**src/rtl/parking_pkg.sv**
```systemverilog
// Shared types and constants for the parking gate sensor path.
package parking_pkg;

  // Direction state machine states for the entry/exit lane.
  typedef enum logic [3:0] {
    ST_WAIT_CLEAR = 4'd0,
    ST_IDLE       = 4'd1,
    ST_IN_A       = 4'd2,
    ST_IN_AB      = 4'd3,
    ST_IN_B       = 4'd4,
    ST_OUT_B      = 4'd5,
    ST_OUT_AB     = 4'd6,
    ST_OUT_A      = 4'd7,
    ST_FAULT      = 4'd8
  } gate_state_t;

  // Beam sensor levels.
  localparam logic BLOCKED = 1'b1;
  localparam logic CLEAR   = 1'b0;

endpackage

```
**src/rtl/sensor_debounce.sv**
```systemverilog
// Two-flop synchroniser followed by a consecutive-sample debouncer for one beam.
module sensor_debounce
  import parking_pkg::*;
#(
  parameter int DEBOUNCE_CYCLES = 4
) (
  input  logic clk,
  input  logic reset,
  input  logic raw,
  output logic level
);

  localparam int CW = $clog2(DEBOUNCE_CYCLES + 1);
  localparam logic [CW-1:0] CNT_LAST = CW'(DEBOUNCE_CYCLES - 1);

  logic          sync_1;
  logic          sync_2;
  logic [CW-1:0] cnt;

  // Bring the asynchronous beam into the clock domain; resets as blocked.
  always_ff @(posedge clk or posedge reset) begin
    if (reset) begin
      sync_1 <= BLOCKED;
      sync_2 <= BLOCKED;
    end else begin
      sync_1 <= raw;
      sync_2 <= sync_1;
    end
  end

  // Accept a new level only after it has disagreed for DEBOUNCE_CYCLES samples in a row.
  always_ff @(posedge clk or posedge reset) begin
    if (reset) begin
      level <= BLOCKED;
      cnt   <= '0;
    end else if (sync_2 == level) begin
      cnt <= '0;
    end else if (cnt == CNT_LAST) begin
      level <= sync_2;
      cnt   <= '0;
    end else begin
      cnt <= cnt + 1'b1;
    end
  end

endmodule

```
**src/rtl/gate_sensor_decoder.sv**
```systemverilog
// Turns the two lane beams into clean car_in / car_out pulses and flags bad passages.
module gate_sensor_decoder
  import parking_pkg::*;
#(
  parameter int DEBOUNCE_CYCLES = 4,
  parameter int TIMEOUT_CYCLES  = 1000
) (
  input  logic clk,
  input  logic reset,
  input  logic sensor_a,
  input  logic sensor_b,
  output logic car_in,
  output logic car_out,
  output logic error,
  output logic busy
);

  localparam int TW = $clog2(TIMEOUT_CYCLES + 1);
  localparam logic [TW-1:0] TIMER_LAST = TW'(TIMEOUT_CYCLES - 1);

  localparam logic [1:0] AB_NONE = {CLEAR, CLEAR};
  localparam logic [1:0] AB_A    = {BLOCKED, CLEAR};
  localparam logic [1:0] AB_B    = {CLEAR, BLOCKED};
  localparam logic [1:0] AB_BOTH = {BLOCKED, BLOCKED};

  logic          da;
  logic          db;
  logic [1:0]    ab;
  gate_state_t   state;
  gate_state_t   state_nxt;
  logic [TW-1:0] timer;
  logic          in_passage;
  logic          timed_out;

  sensor_debounce #(.DEBOUNCE_CYCLES(DEBOUNCE_CYCLES)) u_deb_a (
    .clk   (clk),
    .reset (reset),
    .raw   (sensor_a),
    .level (da)
  );

  sensor_debounce #(.DEBOUNCE_CYCLES(DEBOUNCE_CYCLES)) u_deb_b (
    .clk   (clk),
    .reset (reset),
    .raw   (sensor_b),
    .level (db)
  );

  assign ab = {da, db};

  // Passage states are the only ones under the stuck-car timer.
  always_comb begin
    in_passage = state inside {ST_IN_A, ST_IN_AB, ST_IN_B, ST_OUT_B, ST_OUT_AB, ST_OUT_A};
    timed_out  = in_passage && (timer == TIMER_LAST);
  end

  // Next-state table; a timeout overrides whatever the beams say this cycle.
  always_comb begin
    state_nxt = state;
    if (timed_out) begin
      state_nxt = ST_FAULT;
    end else begin
      case (state)
        ST_WAIT_CLEAR, ST_FAULT: if (ab == AB_NONE) state_nxt = ST_IDLE;
        ST_IDLE: begin
          if (ab == AB_A)         state_nxt = ST_IN_A;
          else if (ab == AB_B)    state_nxt = ST_OUT_B;
          else if (ab == AB_BOTH) state_nxt = ST_FAULT;
        end
        ST_IN_A: begin
          if (ab == AB_BOTH)      state_nxt = ST_IN_AB;
          else if (ab == AB_NONE) state_nxt = ST_IDLE;
          else if (ab == AB_B)    state_nxt = ST_FAULT;
        end
        ST_IN_AB: begin
          if (ab == AB_B)         state_nxt = ST_IN_B;
          else if (ab == AB_A)    state_nxt = ST_IN_A;
          else if (ab == AB_NONE) state_nxt = ST_FAULT;
        end
        ST_IN_B: begin
          if (ab == AB_NONE)      state_nxt = ST_IDLE;
          else if (ab == AB_BOTH) state_nxt = ST_IN_AB;
          else if (ab == AB_A)    state_nxt = ST_FAULT;
        end
        ST_OUT_B: begin
          if (ab == AB_BOTH)      state_nxt = ST_OUT_AB;
          else if (ab == AB_NONE) state_nxt = ST_IDLE;
          else if (ab == AB_A)    state_nxt = ST_FAULT;
        end
        ST_OUT_AB: begin
          if (ab == AB_A)         state_nxt = ST_OUT_A;
          else if (ab == AB_B)    state_nxt = ST_OUT_B;
          else if (ab == AB_NONE) state_nxt = ST_FAULT;
        end
        ST_OUT_A: begin
          if (ab == AB_NONE)      state_nxt = ST_IDLE;
          else if (ab == AB_BOTH) state_nxt = ST_OUT_AB;
          else if (ab == AB_B)    state_nxt = ST_FAULT;
        end
        default: state_nxt = ST_WAIT_CLEAR;
      endcase
    end
  end

  // State register; a car present at reset release is absorbed by WAIT_CLEAR.
  always_ff @(posedge clk or posedge reset) begin
    if (reset) state <= ST_WAIT_CLEAR;
    else       state <= state_nxt;
  end

  // Per-state dwell timer, restarted on every state change.
  always_ff @(posedge clk or posedge reset) begin
    if (reset) begin
      timer <= '0;
    end else if (!in_passage || (state_nxt != state)) begin
      timer <= '0;
    end else if (timer != TIMER_LAST) begin
      timer <= timer + 1'b1;
    end
  end

  // Registered outputs, aligned with the state change that causes them.
  always_ff @(posedge clk or posedge reset) begin
    if (reset) begin
      car_in  <= 1'b0;
      car_out <= 1'b0;
      error   <= 1'b0;
      busy    <= 1'b1;
    end else begin
      car_in  <= (state == ST_IN_B)  && (state_nxt == ST_IDLE);
      car_out <= (state == ST_OUT_A) && (state_nxt == ST_IDLE);
      error   <= (state_nxt == ST_FAULT) && (state != ST_FAULT);
      busy    <= (state_nxt != ST_IDLE);
    end
  end

endmodule

```
**config.mk**
```make
export PLATFORM = sky130hd
export DESIGN_NAME = gate_sensor_decoder
export DESIGN_NICKNAME = d
export VERILOG_FILES = /design/src/rtl/parking_pkg.sv /design/src/rtl/sensor_debounce.sv /design/src/rtl/gate_sensor_decoder.sv
export SDC_FILE = /design/constraint.sdc
export NUM_CORES = 1
export LEC_CHECK = 0
export ABC_CLOCK_PERIOD_IN_PS = 3510
export CORE_MARGIN = 3
export CORE_UTILIZATION = 45
export DETAILED_ROUTE_END_ITERATION = 8
export SLEW_MARGIN = 30
export SYNTH_ARGS = -nofsm -noshare
export SYNTH_HDL_FRONTEND = slang
export SYNTH_SLANG_ARGS = --single-unit
```
**constraint.sdc**
```tcl
create_clock -name clk -period 3.51 [get_ports clk]
set_input_delay 0.702 -clock clk [delete_from_list [all_inputs] [get_ports clk]]
set_output_delay 0.702 -clock clk [all_outputs]
set_load 0.05 [all_outputs]
```
==> impl_metrics.json, run 1 <==
{
  "floorplan.core_area_mm2": 0.00320,
  "timing_max_transition_violations_final": 0,
  "setup_tns_ns": 0,
  "netlist_top_cells_area": "sky130_fd_sc_hd__dfrtp_1 (36%), sky130_fd_sc_hd__dfstp_2 (12%), sky130_fd_sc_hd__nor4_1 (3.9%)",
  "ys.flop_type": "sky130_fd_sc_hd__dfrtp_1",
  "post_cts_setup_repair_bufs": 0,
  "drt-initial-drc-count": 106,
  "ys_warns": 0,
  "grt_max_degree": 20,
  "cp_cell_sequence": "clkdlybuf4s50_1",
  "rr_worst_depth": 5,
  "overall_track_demand_over_capacity_in_global_routing": 0.162,
  "first_global_vias": 1128,
  "synth_top_area_cell": "sky130_fd_sc_hd__dfrtp_1",
  "finalWeightedCongestion": 0.795,
  "grt_setup_unrepaired": "false",
  "layout_min_cycle_time_ns": 2.35,
  "stdcell_count": 195,
  "clkSinkCount": 30,
  "route.final.wire_length_um": 2830,
  "largest_family_of_logic_cells_by_synthesized_area": "simple AND/OR/NAND/NOR gates",
  "drt_drc_violations_left": 0,
  "wl_per_cell_um": 14.5,
  "finalPower_w": 0.00129,
  "final.period_utilization": 0.670,
  "num_antenna_cells": 0,
  "cp_slowest_stage_delay_ns": 0.79,
  "ctsResizeCount": 0,
  "grt_antenna_before_repair": 0,
  "rows": 20,
  "hold_depth": 0,
  "critPathBufInv": 1,
  "placement.io_buffers": 7,
  "tritoncts_buffer_count": 5,
  "r2r_setup_slack_ns": 1.21,
  "post_drt_via_cell_ratio": 5.62,
  "worst_hold_slack_ns": 0.361,
  "internal_power_w": 0.000742,
  "synthXorXnorAreaFrac": 0.0606,
  "r2r-start": "state[2]",
  "cts.clk_slew.worst_paths_ns": 0.10,
  "min_from": "u_deb_b.sync_1",
  "most_frequently_used_cell_type_in_the_post_synthesis_netlist": "sky130_fd_sc_hd__dfrtp_1",
  "hpwlAfterDp_um": 1990,
  "static_leak_nw": 0.687,
  "avgSynthCellArea_um2": 11.2,
  "setup.worst_path.class": "reg -> out",
  "utilization": 0.534,
  "grt_pass1_wl_um": 5240,
  "run_status": "complete, no violations",
  "synth_edf_count": 0,
  "nNetsFinal": 157,
  "setup.worst_path.start_class": "register",
  "worst-slew-pin-transition_ns": 0.758,
  "worst_path_max_delay_cell": "sky130_fd_sc_hd__clkdlybuf4s50_1",
  "worst-endpoint-arrival_ns": 1.65,
  "synthesis.instances": 142,
  "async_reset_ff_frac": 1.00,
  "total_of_flip_flops_plus_latches_after_synthesis": 30,
  "ctsHtreeMaxLevel": 2,
  "timing.max_cap.violations": 0,
  "drt_pass1_iterations": 4,
  "power_frac_clock": 0.170,
  "dieHeight_um": 65.4,
  "clock-skew-final_ns": 0.00375,
  "floorplan.die.width_um": 65.4,
  "place.detailed.instances": 187,
  "timing.critical_path.max_delay_family": "buffers and inverters",
  "min_delay_worst_endpoint": "u_deb_b.sync_2",
  "synth_mux_area_frac": 0.0134,
  "clk_latency_ns": 0.33,
  "seq_area_frac_synth": 0.478,
  "fillers": 308,
  "route.antenna.remaining_nets": 0,
  "top_usage_layer": "met2",
  "crit_required_ns": 2.81,
  "met1_usage": 0.210,
  "total_switching_power_w": 0.000548,
  "synth-compound-area-share": 0.112,
  "tritoncts": "done",
  "finalHoldViolations": 0,
  "synth.distinct_cells": 49,
  "cts.root.buffer_cell": "sky130_fd_sc_hd__clkbuf_4",
  "synth.cells.most_frequent": "sky130_fd_sc_hd__dfrtp_1 (23), sky130_fd_sc_hd__nor4_1 (10), sky130_fd_sc_hd__nor3_1 (8)",
  "postSynthNetCount": 149,
  "power.share.switching": 0.425,
  "synth_simple_gate_area_frac": 0.258,
  "worst_hold_class": "reg -> reg",
  "drive_above_1_share": 0.205,
  "dieArea_mm2": 0.00428,
  "met3_usage": 0.0427,
  "cts_hold_repair.buffers": 0,
  "endpoint_kind": "output pin",
  "post_synth_instance_area_mm2": 0.00159,
  "cts_max_path_buffers": 2,
  "slew-limit-headroom": 0.491,
  "synth_top_area_frac": 0.362,
  "yosys.area_share.adder": 0.0236,
  "total_of_endpoints_with_negative_setup_slack_in_the_final_report": 0,
  "globalRouteMet2Util": 0.249,
  "ratio_of_total_power_to_cell_area_mw_per_mm2": 754,
  "ir_worst_vdd_mv": 0.313,
  "flow.area_growth_from_synthesis_pct": 7.64,
  "worstPathMaxFanout": 1,
  "max_freq_mhz": 425,
  "power.combinational.fraction": 0.402,
  "design.portCount": 8,
  "dr_total_vias": 1096,
  "globalRoute.totalOverflow": 0,
  "r2r-end": "car_out",
  "start_util": 0.496,
  "pwr-share-seq": 0.428
}
==> sequential cells by signal, indices dropped and copies added, names as in the netlist <==
register,flops
busy,1
car_in,1
car_out,1
error,1
state,4
timer,10
u_deb_a.cnt,3
u_deb_a.level,1
u_deb_a.sync_1,1
u_deb_a.sync_2,1
u_deb_b.cnt,3
u_deb_b.level,1
u_deb_b.sync_1,1
u_deb_b.sync_2,1
==> power groups by stage <==
stage                     sequential, W  combinational [W]  clock (W)
final                          0.000552           0.000519   0.000219
after global routing           0.000570           0.000565   0.000248
after CTS                      0.000551           0.000519   0.000232
after detailed placement       0.000557           0.000515          0
after global placement         0.000550           0.000508          0
after floorplan                0.000509           0.000508          0
==> worst max path at each step <==
stage,start,end,slack (ns),cells after the start
after detailed placement,state[2],car_out,1.24,5
final,busy,busy,1.16,1
after CTS,busy,busy,1.14,1
after floorplan,u_deb_a.level,car_out,1.41,6
after global routing,state[2],timer[6],1.07,5
after global placement,state[2],car_out,1.31,5
==> stage by stage <==
stage / setup WS, ns / cell area, um^2
3_5_place_dp: 1.24 / 1650
4_1_cts: 1.14 / 1710
5_1_grt: 1.07 / 1710
3_3_place_gp: 1.31 / 1650
2_1_floorplan: 1.41 / 1590
6_report: 1.16 / 1710
==> metal layers <==
metal / share of wire / vias to the layer above / wire, um
met5: 0 / - / 0
met4: 0.022 / 0 / 61
met3: 0.045 / 8 / 126
met2: 0.46 / 24 / 1290
met1: 0.48 / 524 / 1350
li1: - / 540 / -
==> cell usage in the layout, fill, tap and decap left out, types with 3 or more instances in the layout <==
cell type and count:
sky130_fd_sc_hd__xor2_1 7, sky130_fd_sc_hd__o21ai_0 5, sky130_fd_sc_hd__nor2b_1 5, sky130_fd_sc_hd__clkdlybuf4s50_1 7, sky130_fd_sc_hd__dfrtp_1 23, sky130_fd_sc_hd__dfstp_2 7
sky130_fd_sc_hd__nor4_1 10, sky130_fd_sc_hd__a21oi_1 6, sky130_fd_sc_hd__nor3b_1 3, sky130_fd_sc_hd__ha_1 3, sky130_fd_sc_hd__nor3_1 8, sky130_fd_sc_hd__inv_1 3
sky130_fd_sc_hd__nor2_1 6, sky130_fd_sc_hd__xnor2_1 4, sky130_fd_sc_hd__nand2_1 7, sky130_fd_sc_hd__clkbuf_4 5
==> logic make-up after synthesis <==
group | count (synthesis)
compound gates | 24
xor+xnor | 11
fa+ha+maj | 3
buf+inv | 10
flops | 30
mux | 2
simple gates | 62
==> cell type report <==
type / instances / area [um^2] / area share
Inverter: 3 / 11.3 / 0.00658
Clock buffer: 6 / 51.3 / 0.0300
Clock inverter: 2 / 12.5 / 0.00732
Tap cell: 44 / 55.1 / 0.0322
Sequential cell: 30 / 759 / 0.444
Timing Repair Buffer: 8 / 77.6 / 0.0454
Multi-Input combinational cell: 102 / 743 / 0.435
Power figures use the tool's default switching activity.
==> run 2: changes to the inputs <==
--- a/config.mk
+++ b/config.mk
@@ -5,7 +5,7 @@
 export SDC_FILE = /design/constraint.sdc
 export NUM_CORES = 1
 export LEC_CHECK = 0
-export ABC_CLOCK_PERIOD_IN_PS = 3510
+export ABC_CLOCK_PERIOD_IN_PS = 2500
 export CORE_MARGIN = 3
 export CORE_UTILIZATION = 45
 export DETAILED_ROUTE_END_ITERATION = 8
==> constraint.sdc (replaced) <==
create_clock -name clk -period 2.5 [get_ports clk]
set_input_delay 0.5 -clock clk [delete_from_list [all_inputs] [get_ports clk]]
set_output_delay 0.5 -clock clk [all_outputs]
set_load 0.05 [all_outputs]
==> impl_metrics.json, run 2 (synthesis gave the netlist of run 1 again) <==
{
  "final.period_utilization": 0.909,
  "critPathBufInv": 0,
  "largest_register_ff_count": 10,
  "fillers": 313,
  "drt-initial-drc-count": 97,
  "internal_power_w": 0.00109,
  "route.final.wire_length_um": 2720,
  "drt_pass1_iterations": 4,
  "clkSinkCount": 30,
  "flow.area_growth_from_synthesis_pct": 9.76,
  "ratio_of_total_power_to_cell_area_mw_per_mm2": 1060,
  "floorplan.die.width_um": 65.4,
  "reg.largest.list": "timer: 10 flops, state: 4 flops",
  "layout_min_cycle_time_ns": 2.27,
  "setup_tns_ns": 0,
  "worst_hold_slack_ns": 0.361,
  "worst-endpoint-arrival_ns": 2.50,
  "setup.worst_path.class": "reg -> reg",
  "start_util": 0.496,
  "power_frac_clock": 0.160,
  "dieArea_mm2": 0.00428,
  "nNetsFinal": 162,
  "cts.clk_slew.worst_paths_ns": 0.09,
  "multi_input_area_um2": 743,
  "ctsHtreeMaxLevel": 2,
  "clk_latency_ns": 0.33,
  "worst_hold_class": "reg -> reg",
  "stdcell_count": 200,
  "hpwlAfterDp_um": 1990,
  "setup.worst_path.start_class": "register",
  "sequential_cell_area_um2": 759,
  "cell_area_reported_after_detailed_placement_mm2": 0.00168,
  "route.antenna.remaining_nets": 0,
  "utilization": 0.545,
  "slew-limit-headroom": 0.656,
  "floorplan.core_area_mm2": 0.00320,
  "clock-skew-final_ns": 0.00687,
  "ctsResizeCount": 0,
  "cts.root.buffer_cell": "sky130_fd_sc_hd__clkbuf_4",
  "crit_required_ns": 2.73,
  "grt_pass1_wl_um": 4980,
  "finalHoldViolations": 0,
  "grt_antenna_before_repair": 0,
  "max_freq_mhz": 440,
  "power.combinational.fraction": 0.449,
  "cts_max_path_buffers": 2,
  "wl_per_cell_um": 13.6,
  "post_drt_via_cell_ratio": 5.52,
  "drive_above_1_share": 0.224,
  "cell_area_after_layout_mm2": 0.00174,
  "design.portCount": 8,
  "timing.critical_path.max_delay_family": "simple AND/OR/NAND/NOR gates",
  "rows": 20,
  "mostFrequentLayoutCells": "sky130_fd_sc_hd__dfrtp_1 (23), sky130_fd_sc_hd__nor4_1 (10), sky130_fd_sc_hd__nor3_1 (8)",
  "num_antenna_cells": 0,
  "grt_setup_unrepaired": "false",
  "total_switching_power_w": 0.000758,
  "pwr-share-seq": 0.391,
  "tritoncts_buffer_count": 5,
  "place.detailed.instances": 192,
  "globalRoute.totalOverflow": 0,
  "drt_drc_violations_left": 0,
  "ir_worst_vdd_mv": 0.523,
  "total_of_endpoints_with_negative_setup_slack_in_the_final_report": 0,
  "grt_max_degree": 31,
  "timing_max_transition_violations_final": 0,
  "dieHeight_um": 65.4,
  "tritoncts": "done",
  "static_leak_nw": 0.715,
  "dr_total_vias": 1104,
  "cp_slowest_stage_delay_ns": 0.59,
  "layout.cells.most_common": "sky130_fd_sc_hd__dfrtp_1",
  "cp_cell_sequence": "or3b_1 > a311oi_2 > a211oi_2 > or4_4 > nor4b_4",
  "post_cts_setup_repair_bufs": 0,
  "first_global_vias": 1077,
  "overall_track_demand_over_capacity_in_global_routing": 0.151,
  "top_register": "timer",
  "run_status": "complete, no violations",
  "cts_hold_repair.buffers": 0,
  "power.share.switching": 0.411,
  "finalWeightedCongestion": 0.823,
  "worst-slew-pin-transition_ns": 0.516,
  "worst_path_max_delay_cell": "sky130_fd_sc_hd__or4_4",
  "placement.io_buffers": 7,
  "worstPathMaxFanout": 13,
  "r2r_setup_slack_ns": 0.23,
  "endpoint_kind": "register",
  "timing.max_cap.violations": 0
}
==> run 2: cell types whose count changed in the layout (fill, tap and decap cells not counted) <==
cell	previous run	this run
sky130_fd_sc_hd__clkbuf_1	0	1
sky130_fd_sc_hd__clkinvlp_4	1	0
sky130_fd_sc_hd__buf_4	1	6
==> run 2: path summary, 6_finish.rpt <==
check                               start              to  depth (start not counted)
max                              state[0]         car_out                          5
min                        u_deb_a.sync_1  u_deb_a.sync_2                          0
max reg2reg                      state[0]         car_out                          5
min reg2reg                u_deb_a.sync_1  u_deb_a.sync_2                          0
max in group asynchronous           reset   u_deb_b.level                          3
min in group asynchronous           reset        timer[7]                          3
==> run 2: per-layer routing <==
| layer | vias up | global-route usage | part of all wire |
|---|---|---|---|
| met5 | - | 0 | 0 |
| met4 | 0 | 0.0622 | 0.018 |
| met3 | 5 | 0.0410 | 0.038 |
| met2 | 15 | 0.234 | 0.46 |
| met1 | 539 | 0.200 | 0.48 |
| li1 | 545 | - | - |
==> run 2: metrics by stage <==
stage / total power (W) / worst slack [ns]
floorplan: 0.00143 / 0.397
global placement: 0.00154 / 0.336
detailed placement: 0.00156 / 0.253
CTS: 0.00186 / 0.241
global route: 0.00198 / 0.122
finish: 0.00184 / 0.228
==> run 2: final cells by class <==
| type | count | area share |
|---|---|---|
| Clock buffer | 7 | 0.0316 |
| Clock inverter | 1 | 0.00287 |
| Inverter | 3 | 0.00646 |
| Multi-Input combinational cell | 102 | 0.426 |
| Sequential cell | 30 | 0.435 |
| Tap cell | 44 | 0.0316 |
| Timing Repair Buffer | 13 | 0.0660 |
==> run 2: power by group through the flow <==
| stage | clock network (W) | logic [W] | registers [W] |
|---|---|---|---|
| finish | 0.000295 | 0.000827 | 0.000722 |
| detailed placement | 0 | 0.000834 | 0.000729 |
| CTS | 0.000307 | 0.000834 | 0.000719 |
| global placement | 0 | 0.000818 | 0.000720 |
| global route | 0.000333 | 0.000910 | 0.000741 |
| floorplan | 0 | 0.000713 | 0.000714 |
==> run 3: changes to the inputs <==
--- a/config.mk
+++ b/config.mk
@@ -8,6 +8,7 @@
 export ABC_CLOCK_PERIOD_IN_PS = 2500
 export CORE_MARGIN = 3
 export CORE_UTILIZATION = 45
+export CTS_CLUSTER_DIAMETER = 30
 export DETAILED_ROUTE_END_ITERATION = 8
 export SLEW_MARGIN = 30
 export SYNTH_ARGS = -nofsm -noshare
==> results of run 3 <==
No change in the layout: final DEF, timing and power equal those of run 2.
